### src/rtl/psx_pkg.sv
// rtl/psx_pkg.sv - shared constants, state type and command-byte helper for the PSX pad engine
package psx_pkg;

    typedef enum logic [1:0] {
        IDLE  = 2'd0,
        SHIFT = 2'd1,
        DONE  = 2'd2
    } psx_state_e;

    localparam logic [7:0] PSX_START        = 8'h01;
    localparam logic [7:0] PSX_ID_DIGITAL   = 8'h41;
    localparam logic [7:0] PSX_ID_ANALOG    = 8'h73;
    localparam logic [3:0] PSX_LEN_DIGITAL  = 4'd5;
    localparam logic [3:0] PSX_LEN_ANALOG   = 4'd9;
    localparam logic [7:0] PSX_STICK_CENTER = 8'h80;
    localparam logic [3:0] PSX_BUF_DEPTH    = 4'd9;

    function automatic logic [7:0] psx_tx_byte(input logic [3:0] idx, input logic [7:0] cmd_poll);
        case (idx)
            4'd0:    return PSX_START;
            4'd1:    return cmd_poll;
            default: return 8'h00;
        endcase
    endfunction

endpackage

### src/rtl/psx_edge_sync.sv
// rtl/psx_edge_sync.sv - dat synchronizer and c_clk rise/fall detector
module psx_edge_sync #(
    parameter int SYNC_STAGES = 2
) (
    input  logic clk,
    input  logic rst,
    input  logic c_clk,
    input  logic dat,
    output logic dat_sync,
    output logic c_rise,
    output logic c_fall
);

    logic [SYNC_STAGES-1:0] sync_q, sync_d;
    logic                   c_prev_q, c_prev_d;

    always_comb begin
        sync_d    = sync_q << 1;
        sync_d[0] = dat;
        c_prev_d  = c_clk;
    end

    // c_prev resets high so an idle-high c_clk does not look like an edge
    always_ff @(posedge clk or negedge rst) begin
        if (!rst) begin
            sync_q   <= '0;
            c_prev_q <= 1'b1;
        end else begin
            sync_q   <= sync_d;
            c_prev_q <= c_prev_d;
        end
    end

    assign dat_sync = sync_q[SYNC_STAGES-1];
    assign c_rise   = ~c_prev_q & c_clk;
    assign c_fall   = c_prev_q & ~c_clk;

endmodule

### src/rtl/psx_frame_engine.sv
// rtl/psx_frame_engine.sv - PSX pad frame engine: drives cmd, captures reply bytes, publishes pad state
module psx_frame_engine
    import psx_pkg::*;
#(
    parameter int         SYNC_STAGES = 2,
    parameter logic [7:0] CMD_POLL    = 8'h42
) (
    input  logic        clk,
    input  logic        rst,
    input  logic        c_clk,
    input  logic [3:0]  c_counter,
    input  logic        ready,
    input  logic        err_f,
    input  logic        dat,
    output logic        cmd,
    output logic [3:0]  bytes_expected,
    output logic [15:0] buttons,
    output logic [7:0]  rjoy_x,
    output logic [7:0]  rjoy_y,
    output logic [7:0]  ljoy_x,
    output logic [7:0]  ljoy_y,
    output logic [7:0]  ctrl_id,
    output logic        analog_mode,
    output logic        frame_valid,
    output logic        frame_err
);

    logic dat_sync, c_rise, c_fall;

    psx_edge_sync #(.SYNC_STAGES(SYNC_STAGES)) u_edge_sync (
        .clk      (clk),
        .rst      (rst),
        .c_clk    (c_clk),
        .dat      (dat),
        .dat_sync (dat_sync),
        .c_rise   (c_rise),
        .c_fall   (c_fall)
    );

    psx_state_e                          state_q, state_d;
    logic                                cmd_q, cmd_d;
    logic [2:0]                          bit_idx_q, bit_idx_d;
    logic [6:0]                          rx_q, rx_d;
    logic [PSX_BUF_DEPTH-1:0][7:0]       buf_q, buf_d;
    logic [3:0]                          cnt_prev_q, cnt_prev_d;
    logic                                id_pend_q, id_pend_d;
    logic [7:0]                          ctrl_id_q, ctrl_id_d;
    logic                                analog_q, analog_d;
    logic [3:0]                          bytes_exp_q, bytes_exp_d;
    logic [15:0]                         buttons_q, buttons_d;
    logic [7:0]                          rjoy_x_q, rjoy_x_d, rjoy_y_q, rjoy_y_d;
    logic [7:0]                          ljoy_x_q, ljoy_x_d, ljoy_y_q, ljoy_y_d;
    logic                                frame_valid_q, frame_valid_d;
    logic                                frame_err_q, frame_err_d;
    logic [7:0]                          rx_next;
    logic [7:0]                          tx_byte;

    always_comb begin
        rx_next       = {dat_sync, rx_q};
        tx_byte       = psx_tx_byte(c_counter, CMD_POLL);
        state_d       = state_q;
        cmd_d         = cmd_q;
        bit_idx_d     = bit_idx_q;
        rx_d          = rx_q;
        buf_d         = buf_q;
        cnt_prev_d    = c_counter;
        id_pend_d     = 1'b0;
        ctrl_id_d     = ctrl_id_q;
        analog_d      = analog_q;
        bytes_exp_d   = bytes_exp_q;
        buttons_d     = buttons_q;
        rjoy_x_d      = rjoy_x_q;
        rjoy_y_d      = rjoy_y_q;
        ljoy_x_d      = ljoy_x_q;
        ljoy_y_d      = ljoy_y_q;
        frame_valid_d = 1'b0;
        frame_err_d   = frame_err_q;

        // ID byte was stored last cycle; frame length follows it immediately
        if (id_pend_q) begin
            ctrl_id_d   = buf_q[1];
            analog_d    = (buf_q[1] == PSX_ID_ANALOG);
            bytes_exp_d = (buf_q[1] == PSX_ID_ANALOG) ? PSX_LEN_ANALOG : PSX_LEN_DIGITAL;
        end

        case (state_q)
            IDLE: begin
                cmd_d = 1'b1;
                if (c_fall) begin
                    state_d   = SHIFT;
                    bit_idx_d = 3'd0;
                    cmd_d     = tx_byte[0];
                end
            end
            SHIFT: begin
                if (c_counter != cnt_prev_q) begin
                    bit_idx_d = 3'd0;
                end else if (c_rise) begin
                    rx_d      = rx_next[7:1];
                    bit_idx_d = bit_idx_q + 3'd1;
                    if (bit_idx_q == 3'd7 && c_counter < PSX_BUF_DEPTH) begin
                        buf_d[c_counter] = rx_next;
                        id_pend_d        = (c_counter == 4'd1);
                    end
                end
                if (c_fall) begin
                    cmd_d = tx_byte[bit_idx_q];
                end
                if (ready) begin
                    state_d = DONE;
                    cmd_d   = 1'b1;
                    if (err_f) begin
                        frame_err_d = 1'b1;
                    end else begin
                        buttons_d     = ~{buf_q[4], buf_q[3]};
                        rjoy_x_d      = analog_q ? buf_q[5] : PSX_STICK_CENTER;
                        rjoy_y_d      = analog_q ? buf_q[6] : PSX_STICK_CENTER;
                        ljoy_x_d      = analog_q ? buf_q[7] : PSX_STICK_CENTER;
                        ljoy_y_d      = analog_q ? buf_q[8] : PSX_STICK_CENTER;
                        frame_valid_d = 1'b1;
                        frame_err_d   = 1'b0;
                    end
                end
            end
            default: begin
                state_d = IDLE;
                cmd_d   = 1'b1;
            end
        endcase
    end

    always_ff @(posedge clk or negedge rst) begin
        if (!rst) begin
            state_q       <= IDLE;
            cmd_q         <= 1'b1;
            bit_idx_q     <= 3'd0;
            rx_q          <= '0;
            buf_q         <= '0;
            cnt_prev_q    <= 4'd0;
            id_pend_q     <= 1'b0;
            ctrl_id_q     <= 8'h00;
            analog_q      <= 1'b0;
            bytes_exp_q   <= PSX_LEN_DIGITAL;
            buttons_q     <= 16'h0000;
            rjoy_x_q      <= PSX_STICK_CENTER;
            rjoy_y_q      <= PSX_STICK_CENTER;
            ljoy_x_q      <= PSX_STICK_CENTER;
            ljoy_y_q      <= PSX_STICK_CENTER;
            frame_valid_q <= 1'b0;
            frame_err_q   <= 1'b0;
        end else begin
            state_q       <= state_d;
            cmd_q         <= cmd_d;
            bit_idx_q     <= bit_idx_d;
            rx_q          <= rx_d;
            buf_q         <= buf_d;
            cnt_prev_q    <= cnt_prev_d;
            id_pend_q     <= id_pend_d;
            ctrl_id_q     <= ctrl_id_d;
            analog_q      <= analog_d;
            bytes_exp_q   <= bytes_exp_d;
            buttons_q     <= buttons_d;
            rjoy_x_q      <= rjoy_x_d;
            rjoy_y_q      <= rjoy_y_d;
            ljoy_x_q      <= ljoy_x_d;
            ljoy_y_q      <= ljoy_y_d;
            frame_valid_q <= frame_valid_d;
            frame_err_q   <= frame_err_d;
        end
    end

    assign cmd            = cmd_q;
    assign bytes_expected = bytes_exp_q;
    assign buttons        = buttons_q;
    assign rjoy_x         = rjoy_x_q;
    assign rjoy_y         = rjoy_y_q;
    assign ljoy_x         = ljoy_x_q;
    assign ljoy_y         = ljoy_y_q;
    assign ctrl_id        = ctrl_id_q;
    assign analog_mode    = analog_q;
    assign frame_valid    = frame_valid_q;
    assign frame_err      = frame_err_q;

endmodule

### config.mk
export PLATFORM = sky130hd
export DESIGN_NAME = psx_frame_engine
export DESIGN_NICKNAME = d
export VERILOG_FILES = /design/src/rtl/psx_pkg.sv /design/src/rtl/psx_edge_sync.sv /design/src/rtl/psx_frame_engine.sv
export SDC_FILE = /design/constraint.sdc
export NUM_CORES = 1
export LEC_CHECK = 0
export ABC_AREA = 1
export ABC_CLOCK_PERIOD_IN_PS = 1550
export BUFFER_PORTS_ARGS = -buffer_cell sky130_fd_sc_hd__buf_2
export CORE_MARGIN = 3
export CORE_UTILIZATION = 40
export CTS_CLUSTER_DIAMETER = 120
export DETAILED_ROUTE_END_ITERATION = 7
export REMOVE_ABC_BUFFERS = 1
export SETUP_SLACK_MARGIN = 0.1
export SLEW_MARGIN = 20
export SYNTH_ARGS = -nofsm -noshare
export SYNTH_HDL_FRONTEND = slang
export SYNTH_SLANG_ARGS = --single-unit
### constraint.sdc
create_clock -name clk -period 1.55 [get_ports clk]
set_clock_uncertainty 0.2 [all_clocks]
set_input_delay 0.3875 -clock clk [delete_from_list [all_inputs] [get_ports clk]]
set_output_delay 0.3875 -clock clk [all_outputs]
set_load 0.02 [all_outputs]
==> flow_summary.yaml, run 1 <==
min_path:
  min_to: "cnt_prev_q[3]"
  hold_start: "c_counter[3]"
  worst_hold_path_type: "in -> reg"
  hold_depth: 2
logic_synthesis:
  syn_area_per_cell_um2: 9.06
  synthCells: 622
  ys_seq_area_frac: 0.610
  synth_flop_cell: "dfrtp_1"
  yosysUniqueCellTypes: 25
  synth_area_leader_cell: "dfrtp_1"
  synth_edf_count: 0
  synth.yosys.warnings: 0
  ys_seq_elements: 137
  synth_area_leaders: "dfrtp_1, nand2_1, nand4_1, nand3_1, dfstp_2"
  synthesis.area_um2: 5640
  synth_async_sr_flop_share: 1.00
  synth.top_cell.area_share: 0.577
floorplan:
  dieHeight_um: 125
  core-area_um2: 13500
  pin_count: 74
  dieArea_um2: 15600
  start_util: 0.417
  rows: 42
  dieWidth_um: 125
cells_and_area:
  num-fill-cells: 903
  nets: 843
  fin_util: 0.708
  antenna_cells: 0
  syn_to_final_growth_pct: 69.7
  fin_area_um2: 9570
  drive_gt1_frac: 0.511
routing:
  drtAntennaViolNets: 0
  avgViaCountPerCell: 5.16
  drt_pre_antenna_iters: 4
  drt_iter0_drc: 290
  routed_wl_mm: 17.2
  drc_errors: 0
  vias: 5265
  wire_per_inst_um: 16.8
status:
  status: "complete, but fails checks"
  violations: "setup timing"
global_route:
  grt_max_degree: 33
  grt_pass1_wl_mm: 26.6
  grt_pass1_vias: 5270
  antenna_found_initial: 0
  overflow: 0
  grt_usage: 0.216
timing:
  drv_slew: 0
  fin_crit_sh: 1.14
  layout_setup_ws_ns: -0.225
  finalSetupTns_ns: -16.64
  fmax_ghz: 0.564
  holdWs_ns: 0.0379
  timing.final.hold_violations: 0
  final.min_clock_period_ns: 1.77
  rsz0062_at_grt: "true"
  setup_viol: 127
setup_path:
  cp-start-kind: "flop"
  arrival_ns: 1.93
  reg2reg_from: "bit_idx_q[0]"
  critical_path_class: "reg -> reg"
  r2r_slack_ns: -0.22
  r2r_end: "buf_q[41]"
  cp.required_ns: 1.70
  end_kind: "flop"
  cp_max_fo: 10
  rr_worst_depth: 8
clock_network:
  cts_tree: "built"
  clk_pin_slew_ns: 0.06
  clock_sinks: 137
  h-tree-depth: 4
  cts_root_buffer: "clkbuf_16"
  clk_latency_ns: 0.42
  numCtsBuffers: 17
  clockBufferDepth: 2
place:
  pre_cts_ws_ns: -0.429
  place.gp.congestion: 0.809
  hpwl_mm: 8.97
  dpl_cell_area_um2: 6540
  port-buffer-count: 71
run:
  cap_viol_max_count: 0
pwr:
  ir_worst_vdd_uv: 747
  powerDensity_nw_per_um2: 1140
  p_leak_uw: 0.00488
## cells by family (layout without fill, tap and decap cells)
family                     count (synthesis)  after routing  synth area share
DFF                                      137            137             0.610
and+or+nand+nor                          399            399             0.312
buffers and inverters                     58            280            0.0502
other                                      2              2           0.00133
adders and majority gates                  2              2           0.00444
AOI/OAI and AO/OA                         24             24            0.0220
## metrics by stage
stage          instances  total power [µW]
2_1_floorplan        582              4610
3_3_place_gp         888              5110
3_5_place_dp         888              5140
4_1_cts              996             10600
5_1_grt             1020             11200
6_report            1020             10900
## sequential cells by signal, indices dropped and copies added (netlist names), 4 cells and up
register,cells
ljoy_x,8
buttons,16
ctrl_id,8
cnt_prev_q,4
buf_q,56
rjoy_x,8
ljoy_y,8
rx_q,7
rjoy_y,8
## cell usage after synthesis (3+ instances only)
master,n
buf_2,6
nor3_2,4
dfstp_2,7
inv_2,3
nor2_1,11
nand2_1,267
dfrtp_1,130
clkbuf_1,19
nand4_1,58
inv_1,15
buf_4,13
nand3_1,49
o21ai_0,22
## cell usage in the layout (no fill, tap or decap), drive strengths merged
master       synthesis  routed
nor4                 1       1
nand3               49      49
o21a                 1       1
o21ai               22      22
clkinvlp             0       3
dlygate4sd3          0       6
buf                 20     220
nand2              268     268
clkbuf              20      22
ha                   2       2
clkinv               0       5
or2                  2       2
dfrtp              130     130
dfstp                7       7
bufinv               0       6
nand4               58      58
o22ai                1       1
nor3                 6       6
conb                 2       2
nor2                15      15
inv                 18      18
## power breakdown
| group | switching (µW) | internal (µW) |
|---|---|---|
| logic | 1000 | 1180 |
| registers | 218 | 3860 |
| clock network | 1520 | 3090 |
## repair_timing
item / 4_1_cts / 5_1_grt
gates resized for setup: 266 / 130
endpoints found under the hold margin: 58 / 0
gates cloned: 13 / 3
hold buffers: 6 / 0
pin swaps: 36 / 25
setup buffers: 57 / 28
endpoints found under the setup margin: 181 / 181
## per-layer routing
| layer | track usage | share of wire |
|---|---|---|
| met5 | 0 | 0 |
| met2 | 0.360 | 0.51 |
| met1 | 0.263 | 0.40 |
| met4 | 0.0935 | 0.033 |
| met3 | 0.0592 | 0.050 |
## critical path, stage by stage (launching register included)
cell and delay [ns]:
dfrtp_1 0.37, ha_2 0.21, ha_4 0.14, nand2_4 0.06, nor2_4 0.13, buf_12 0.17, buf_4 0.16, nand4_1 0.14
nand2_2 0.13
## worst max path at each step
stage | from | endpoint | slack (ns) | cells past startpoint
2_1_floorplan | state_q[1] | buttons[0] | -1.05 | 6
3_3_place_gp | c_counter[0] | buf_q[45] | -0.39 | 10
3_5_place_dp | c_counter[0] | buf_q[62] | -0.43 | 10
4_1_cts | state_q[1] | ljoy_x[1] | -0.16 | 9
5_1_grt | cnt_prev_q[1] | buf_q[52] | -0.32 | 10
6_report | bit_idx_q[0] | buf_q[41] | -0.22 | 8
## final cells by class
class | count | area (µm²) | share of cell area
sequential | 137 | 3440 | 0.359
timing repair inverter | 1 | 20.0 | 0.00209
multi-input combinational | 427 | 2660 | 0.278
clock buffer | 19 | 453 | 0.0473
tap | 176 | 220 | 0.0230
timing repair buffer | 229 | 2460 | 0.257
inverter | 18 | 98.8 | 0.0103
clock inverter | 13 | 223 | 0.0233
No activity file was read; power rests on OpenSTA's default activity.
==> inputs of run 2 (changes only) <==
- CORE_ASPECT_RATIO: unset -> 1.25
- PLACE_DENSITY: unset -> 0.72
==> run 2 against run 1 <==
  * Final cell count decreased by 2.2%
  * Highest routed layer unchanged
  * Clock power increased by 3%
  * The run still ends with setup timing left
  * Worst hold slack improved by 0.027 ns
==> flow_summary.yaml, run 2 (synthesis gave the netlist of run 1 again) <==
setup_path:
  end_kind: "flop"
  critical_path_class: "reg -> reg"
  arrival_ns: 1.87
  cp-start-kind: "flop"
  cp.required_ns: 1.65
  cp_max_fo: 8
clock_network:
  clk_latency_ns: 0.43
  clock_sinks: 137
  clockBufferDepth: 2
  cts_tree: "built"
  h-tree-depth: 4
  numCtsBuffers: 17
  cts_root_buffer: "clkbuf_16"
  clk_pin_slew_ns: 0.06
timing:
  finalSetupTns_ns: -17.48
  setup_viol: 128
  timing.slew.headroom: 0.661
  timing.final.hold_violations: 0
  worst_pin_slew_ns: 0.509
  fin_crit_sh: 1.14
  fmax_ghz: 0.565
  rsz0062_at_grt: "true"
  layout_setup_ws_ns: -0.221
  final.min_clock_period_ns: 1.77
  drv_slew: 0
routing:
  vias: 5413
  drt_iter0_drc: 411
  avgViaCountPerCell: 5.42
  drt_pre_antenna_iters: 5
  routed_wl_mm: 18.4
  drtAntennaViolNets: 0
  wire_per_inst_um: 18.5
  drc_errors: 0
global_route:
  antenna_found_initial: 0
  grt_pass1_wl_mm: 27.1
  grt_pass1_vias: 5193
  grt_max_degree: 67
  grt_usage: 0.219
  overflow: 0
floorplan:
  dieHeight_um: 139
  start_util: 0.417
  dieWidth_um: 112
  dieArea_um2: 15600
  rows: 47
  core-area_um2: 13500
  pin_count: 74
cells_and_area:
  fin_area_um2: 9300
  syn_to_final_growth_pct: 65.0
  instances_no_fill: 998
  top_register: "buf_q"
  mostFrequentLayoutCell: "nand2_1"
  largest_register_ffs: 56
  nets: 826
  antenna_cells: 0
  drive_gt1_frac: 0.463
  layout_common_cells: "nand2_1, dfrtp_1, buf_4, buf_6, nand4_1"
status:
  violations: "setup timing"
  status: "complete, but fails checks"
place:
  dpl_cell_area_um2: 6450
  place.gp.congestion: 0.795
  place_inst: 876
  hpwl_mm: 8.98
  pre_cts_ws_ns: -0.398
  port-buffer-count: 71
pwr:
  ir_worst_vdd_uv: 709
  powerDensity_nw_per_um2: 1170
  p_leak_uw: 0.00476
min_path:
  worst_hold_path_type: "in -> reg"
run:
  cap_viol_max_count: 0
-- run 2: metal layers --
metal,vias up,GRT usage,share of wire
met5,-,0,0
met1,2686,0.259,0.38
met3,70,0.0528,0.056
met2,221,0.374,0.53
met4,0,0.103,0.042
li1,2436,-,-
-- run 2: path summary, 6_finish.rpt --
kind / start / end / slack (ns) / cells after the start
setup / recovery: bit_idx_q[0] / buf_q[41] / -0.22 / 8
hold / removal: ready / cmd / 0.07 / 4
setup reg to reg: bit_idx_q[0] / buf_q[41] / -0.22 / 8
hold reg to reg: u_edge_sync.sync_q[0] / u_edge_sync.sync_q[1] / 0.15 / 0
max in group asynchronous: rst / rjoy_y[7] / 0.47 / 3
min in group asynchronous: rst / ctrl_id[3] / 0.32 / 3
-- run 2: power breakdown --
part | total, µW | internal [µW] | leakage, µW | switching, µW
Clock | 4750 | 3190 | 0.000336 | 1560
Combinational | 2060 | 1090 | 0.00259 | 971
Sequential | 4080 | 3860 | 0.00183 | 222
Total | 10900 | 8130 | 0.00476 | 2760
-- run 2: critical path: stages, from the launching register on --
cell	delay, ns
dfrtp_1	0.35
ha_2	0.21
ha_4	0.14
nand2_4	0.05
nor2_4	0.15
buf_12	0.17
nand3_4	0.16
nand2_1	0.12
nand2_1	0.10
-- run 2: what timing repair did --
| action | CTS | global route |
|---|---|---|
| setup endpoints to repair | 180 | 181 |
| hold endpoints to repair | 136 | 0 |
| gates cloned | 12 | 4 |
| buffers inserted | 43 | 26 |
| hold buffers | 7 | 0 |
| resized for setup | 257 | 96 |
| pin swaps | 33 | 29 |
-- run 2: layout make-up --
class / count / area, µm²
timing repair buffer: 212 / 2320
multi-input combinational: 427 / 2520
tap: 171 / 214
clock buffer: 21 / 480
inverter: 18 / 83.8
clock inverter: 11 / 214
timing repair inverter: 1 / 20.0
sequential: 137 / 3440
fill: 935 / 4230
-- run 2: per-stage QoR --
step / utilization / total power, µW / hold slack (ns)
after floorplan: - / 4610 / -0.108
after global placement: 0.477 / 5100 / 0.140
after detailed placement: 0.477 / 5120 / 0.135
after CTS: 0.639 / 10600 / 0.0279
after global routing: 0.688 / 11300 / 0.0786
final: 0.688 / 10900 / 0.0651
